**src/rtl/hinp_acq_sequencer.sv**
```systemverilog
// HINP4 acquisition control sequencer: force_rst -> settle -> armed window ->
// common_stop/veto_rst -> acq_clk burst -> release -> re-arm force_rst.
module hinp_acq_sequencer #(
    parameter int unsigned CW       = 16,
    parameter int unsigned T_FRST   = 100,
    parameter int unsigned T_SETTLE = 100,
    parameter int unsigned T_WINDOW = 1140,
    parameter int unsigned T_VETO   = 20,
    parameter int unsigned T_STOP   = 500,
    parameter int unsigned T_RDLY   = 10,
    parameter int unsigned T_HALF   = 80,
    parameter int unsigned N_ACQ    = 16,
    parameter int unsigned T_REL    = 50
) (
    input  logic        clk,
    input  logic        rst_n,
    input  logic        run_en,
    input  logic        start,
    input  logic        trigger,
    output logic        force_rst,
    output logic        global_cfd_en,
    output logic        common_stop,
    output logic        veto_rst,
    output logic        acq_clk,
    output logic        busy,
    output logic        timed_out,
    output logic        done,
    output logic [15:0] event_cnt
);

    typedef enum logic [3:0] {
        S_IDLE, S_FRST, S_SETTLE, S_ARMED, S_STOP,
        S_RDWAIT, S_ACQ_HI, S_ACQ_LO, S_RELEASE, S_REFRST
    } state_t;

    // Counter reload values: each timed state runs for T_x cycles (cnt counts T_x-1 .. 0).
    localparam logic [CW-1:0] LD_FRST   = CW'(T_FRST - 1);
    localparam logic [CW-1:0] LD_SETTLE = CW'(T_SETTLE - 1);
    localparam bit            WIN_EN    = (T_WINDOW != 0);
    localparam logic [CW-1:0] LD_WIN    = WIN_EN ? CW'(T_WINDOW - 1) : {CW{1'b0}};
    localparam logic [CW-1:0] LD_STOP   = CW'(T_STOP - 1);
    localparam logic [CW-1:0] VETO_TH   = CW'(T_STOP - 1 - T_VETO);
    localparam logic [CW-1:0] LD_RDLY   = CW'(T_RDLY - 1);
    localparam logic [CW-1:0] LD_HALF   = CW'(T_HALF - 1);
    localparam logic [CW-1:0] LD_REL    = CW'(T_REL - 1);
    localparam logic [7:0]    LD_ACQ    = 8'(N_ACQ - 1);

    state_t        state_q, state_d;
    logic [CW-1:0] cnt_q, cnt_d;
    logic [7:0]    pcnt_q, pcnt_d;
    logic          cnt_zero;
    logic          timed_out_d, done_d;
    logic [15:0]   event_cnt_d;
    logic          force_rst_d, global_cfd_en_d, common_stop_d, veto_rst_d, acq_clk_d, busy_d;

    assign cnt_zero = (cnt_q == {CW{1'b0}});

    // State, counters and registered outputs.
    always_ff @(posedge clk or negedge rst_n) begin
        if (!rst_n) begin
            state_q       <= S_IDLE;
            cnt_q         <= {CW{1'b0}};
            pcnt_q        <= 8'd0;
            force_rst     <= 1'b0;
            global_cfd_en <= 1'b0;
            common_stop   <= 1'b0;
            veto_rst      <= 1'b0;
            acq_clk       <= 1'b0;
            busy          <= 1'b0;
            timed_out     <= 1'b0;
            done          <= 1'b0;
            event_cnt     <= 16'd0;
        end else begin
            state_q       <= state_d;
            cnt_q         <= cnt_d;
            pcnt_q        <= pcnt_d;
            force_rst     <= force_rst_d;
            global_cfd_en <= global_cfd_en_d;
            common_stop   <= common_stop_d;
            veto_rst      <= veto_rst_d;
            acq_clk       <= acq_clk_d;
            busy          <= busy_d;
            timed_out     <= timed_out_d;
            done          <= done_d;
            event_cnt     <= event_cnt_d;
        end
    end

    // Next-state/counter logic, then outputs decoded from the next state so they
    // line up exactly with state occupancy.
    always_comb begin
        state_d         = state_q;
        cnt_d           = cnt_zero ? cnt_q : cnt_q - CW'(1);
        pcnt_d          = pcnt_q;
        timed_out_d     = timed_out;
        done_d          = 1'b0;
        event_cnt_d     = event_cnt;
        force_rst_d     = 1'b0;
        global_cfd_en_d = 1'b0;
        common_stop_d   = 1'b0;
        veto_rst_d      = 1'b0;
        acq_clk_d       = 1'b0;
        busy_d          = 1'b0;

        case (state_q)
            S_IDLE: begin
                if (start && run_en) begin
                    state_d = S_FRST;
                    cnt_d   = LD_FRST;
                end
            end
            S_FRST: begin
                if (cnt_zero) begin
                    state_d = S_SETTLE;
                    cnt_d   = LD_SETTLE;
                end
            end
            S_SETTLE: begin
                if (cnt_zero) begin
                    state_d = S_ARMED;
                    cnt_d   = LD_WIN;
                end
            end
            S_ARMED: begin
                if (!run_en) begin
                    state_d = S_IDLE;
                    cnt_d   = {CW{1'b0}};
                end else if (trigger) begin
                    state_d     = S_STOP;
                    cnt_d       = LD_STOP;
                    timed_out_d = 1'b0;
                end else if (WIN_EN && cnt_zero) begin
                    state_d     = S_STOP;
                    cnt_d       = LD_STOP;
                    timed_out_d = 1'b1;
                end
            end
            S_STOP: begin
                if (cnt_zero) begin
                    state_d = S_RDWAIT;
                    cnt_d   = LD_RDLY;
                end
            end
            S_RDWAIT: begin
                if (cnt_zero) begin
                    state_d = S_ACQ_HI;
                    cnt_d   = LD_HALF;
                    pcnt_d  = LD_ACQ;
                end
            end
            S_ACQ_HI: begin
                if (cnt_zero) begin
                    state_d = S_ACQ_LO;
                    cnt_d   = LD_HALF;
                end
            end
            S_ACQ_LO: begin
                if (cnt_zero) begin
                    if (pcnt_q == 8'd0) begin
                        state_d = S_RELEASE;
                        cnt_d   = LD_REL;
                    end else begin
                        state_d = S_ACQ_HI;
                        cnt_d   = LD_HALF;
                        pcnt_d  = pcnt_q - 8'd1;
                    end
                end
            end
            S_RELEASE: begin
                if (cnt_zero) begin
                    state_d = S_REFRST;
                    cnt_d   = LD_FRST;
                end
            end
            S_REFRST: begin
                if (cnt_zero) begin
                    done_d      = 1'b1;
                    event_cnt_d = event_cnt + 16'd1;
                    if (run_en) begin
                        state_d = S_SETTLE;
                        cnt_d   = LD_SETTLE;
                    end else begin
                        state_d = S_IDLE;
                        cnt_d   = {CW{1'b0}};
                    end
                end
            end
            default: begin
                state_d = S_IDLE;
                cnt_d   = {CW{1'b0}};
            end
        endcase

        case (state_d)
            S_FRST, S_REFRST: force_rst_d     = 1'b1;
            S_ARMED:          global_cfd_en_d = 1'b1;
            S_STOP: begin
                common_stop_d = 1'b1;
                veto_rst_d    = (cnt_d <= VETO_TH);
            end
            S_RDWAIT, S_ACQ_LO: veto_rst_d = 1'b1;
            S_ACQ_HI: begin
                veto_rst_d = 1'b1;
                acq_clk_d  = 1'b1;
            end
            default: ;
        endcase
        busy_d = (state_d != S_IDLE);
    end

endmodule

```
**config.mk**
```make
export PLATFORM = sky130hd
export DESIGN_NAME = hinp_acq_sequencer
export DESIGN_NICKNAME = d
export VERILOG_FILES = /design/src/rtl/hinp_acq_sequencer.sv
export SDC_FILE = /design/constraint.sdc
export NUM_CORES = 1
export LEC_CHECK = 0
export CORE_AREA = 2 2 94 74
export DETAILED_ROUTE_END_ITERATION = 8
export DIE_AREA = 0 0 96 76
export DONT_BUFFER_PORTS = 1
export GPL_ROUTABILITY_DRIVEN = 0
export PLACE_DENSITY_LB_ADDON = 0.05
export SKIP_CTS_REPAIR_TIMING = 1
export SLEW_MARGIN = 20
export SYNTH_ARGS = -nofsm -noshare
export SYNTH_HDL_FRONTEND = slang
export SYNTH_SLANG_ARGS = --single-unit
```
**constraint.sdc**
```tcl
create_clock -name clk -period 3.7 [get_ports clk]
set_clock_uncertainty 0.05 [all_clocks]
set_input_delay 0.74 -clock clk [delete_from_list [all_inputs] [get_ports clk]]
set_output_delay 0.74 -clock clk [all_outputs]
set_load 0.02 [all_outputs]
```
==> flow_metrics.env <==
export IMPL_cts_clk_slew_worst_paths_ns=0.10
export IMPL_clock_fmax_mhz=327
export IMPL_clk_latency_ns=0.31
export IMPL_cts_made_buffers=5
export IMPL_portBuffers=0
export IMPL_synth_main_ff_cell="dfrtp_1"
export IMPL_synth_async_reset_ratio=1.00
export IMPL_hold_viol=0
export IMPL_rows=26
export IMPL_dieArea_mm2=0.00730
export IMPL_yosysMostFrequentCell="dfrtp_1"
export IMPL_finalSetupTns_ns=0
export IMPL_ios=29
export IMPL_wl_per_cell_um=17.1
export IMPL_synth_nets=347
export IMPL_hold_path_class="in2async"
export IMPL_synth_area_leaders="dfrtp_1 (42%), xnor2_1 (5.7%), nor2_1 (5.2%)"
export IMPL_via_per_inst=5.95
export IMPL_cp_required_ns=3.85
export IMPL_ir_drop_mv=0.263
export IMPL_fp_dieH_um=76
export IMPL_outcome="finished, final reports clean"
export IMPL_antennaDiodeCount=0
export IMPL_cts_buffer_depth=2
export IMPL_antenna_left=0
export IMPL_h_tree_depth=2
export IMPL_fin_nets=344
export IMPL_min_period_ns=3.06
export IMPL_synth_common_cells="dfrtp_1 (52), nor2_1 (43), nand2_1 (27)"
export IMPL_grtUsageTotal=0.211
export IMPL_vias=2491
export IMPL_totalPowerFinal_mw=2.47
export IMPL_cap_violations=0
export IMPL_cts_tree="built"
export IMPL_fin_crit_sh=0.828
export IMPL_powerDensity_mw_per_mm2=758
export IMPL_yosysTopAreaCell="dfrtp_1"
export IMPL_grt_pass1_wl_um=12100
export IMPL_cts_root_buf="clkbuf_8"
export IMPL_dp_hpwl_um=5220
export IMPL_synth_seq_area_share=0.421
export IMPL_synth_top_area_share=0.421
export IMPL_drv_slew=0
export IMPL_setup_viol=0
export IMPL_cts_sinks=52
export IMPL_ys_types=65
export IMPL_drcViolationCount=0
export IMPL_core_area_mm2=0.00647
export IMPL_yosys_warnings=0
export IMPL_postRouteWirelength_um=7180
export IMPL_start_util=0.478
export IMPL_synth_edff_count=0
export IMPL_netlist_instances=337
export IMPL_grt_ovfl_total=0
export IMPL_critPathMaxFanout=8
export IMPL_regArea_mm2=0.00130
export IMPL_start_kind="flop"
export IMPL_ys_ff_latch=52
export IMPL_first_global_vias=2354
export IMPL_tightest_slew_ns=0.864
export IMPL_drive_above_1_share=0.104
export IMPL_syn_to_final_growth_pct=5.46
export IMPL_grt_max_degree=53
export IMPL_worst_setup_path_type="reg2reg"
export IMPL_firstDrtPassIters=4
export IMPL_antenna_found_initial=0
export IMPL_fp_dieW_um=96
export IMPL_relSlewSlack=0.416
export IMPL_crit_path_end_kind="flop"
export IMPL_crit_arrival_ns=3.21
export IMPL_drt_iter0_drc=188
export IMPL_p_leak_nw=1.44
export IMPL_avgSynthCellArea_um2=9.17
export IMPL_rsz0062_at_grt="false"
export IMPL_syn_cell_area_mm2=0.00309
export IMPL_fillers=621
export IMPL_multi_input_area_mm2=0.00166
placed cells by master (no fill, tap or decap), drive strengths merged, types with 6 or more instances in the layout:
cell   synthesis  layout
a21oi         18      18
a31oi          6       6
buf            5       7
dfrtp         52      52
inv           12      14
nand2         28      28
nand3          7       7
nand4         12      12
nor2          43      43
nor3          17      17
nor4           6       6
o21ai         13      13
xnor2         20      20
xor2          10      10
cell type report:
cell class / count / share of cell area
flip-flops and latches: 52 / 0.399
multi-input cells: 256 / 0.510
inverters: 12 / 0.0138
well taps: 84 / 0.0322
repair buffers: 7 / 0.0161
clock inverters: 3 / 0.00767
clock buffers: 5 / 0.0211
cells by family (layout without fill, tap and decap cells):
| logic type | Yosys count | count (layout) | synth area share |
|---|---|---|---|
| xor gates and xnor gates | 30 | 30 | 0.0850 |
| DFF | 52 | 52 | 0.421 |
| buffers and inverters | 29 | 27 | 0.0413 |
| muxes | 2 | 2 | 0.00688 |
| AOI/OAI and AO/OA | 65 | 65 | 0.151 |
| and+or+nand+nor | 154 | 154 | 0.275 |
| adders and majority gates | 5 | 5 | 0.0202 |
per-layer routing:
metal  vias up  wire [um]  global-route usage
met5         -          0                   0
met4         0         46              0.0429
met3         5        381              0.0514
met2        72       3000               0.283
met1      1215       3750               0.341
li1       1199          -                   -
state kept, by name (all words and copies together), names as in the netlist, 4 cells and up:
name / flops
pcnt_q: 8
cnt_q: 16
state_q: 4
event_cnt: 16
worst max-delay path, stage by stage, from the launching register on:
cell	delay, ns
dfrtp_1	0.41
inv_1	0.12
ha_1	0.15
or4b_4	0.52
nor4_4	0.51
and2_1	0.40
a21oi_2	0.12
o22ai_4	0.23
inv_2	0.08
or3_1	0.37
power by group:
part | internal [mW] | total [mW] | switching, mW
clock | 0.138 | 0.343 | 0.205
combinational | 0.485 | 1.25 | 0.764
sequential | 0.709 | 0.879 | 0.170
stage by stage:
stage	worst slack [ns]	instance area (um^2)	hold WS [ns]	utilization	cells
after CTS	0.618	3260	0.0519	0.504	419
after floorplan	1.01	3090	0.394	-	337
final	0.638	3260	0.0571	0.504	419
after global routing	0.443	3260	0.0300	0.504	419
after detailed placement	0.633	3170	0.396	0.489	411
after global placement	0.682	3170	0.396	0.489	411
path summary, 6_finish.rpt:
| kind | startpoint | to | slack, ns | cells after the start |
|---|---|---|---|---|
| worst min-delay path | rst_n | cnt_q[13]$_DFF_PN0_ | 0.06 | 0 |
| worst max register to register | cnt_q[0]$_DFF_PN0_ | busy$_DFF_PN0_ | 0.64 | 9 |
| worst min register to register | pcnt_q[0]$_DFFE_PN0P_ | pcnt_q[0]$_DFFE_PN0P_ | 0.50 | 1 |
| max in group asynchronous | rst_n | pcnt_q[3]$_DFFE_PN0P_ | 3.45 | 0 |
| min in group clk | trigger | timed_out$_DFFE_PN0P_ | 0.46 | 1 |
| worst max-delay path | cnt_q[0]$_DFF_PN0_ | busy$_DFF_PN0_ | 0.64 | 9 |
Power figures use the tool's default switching activity.
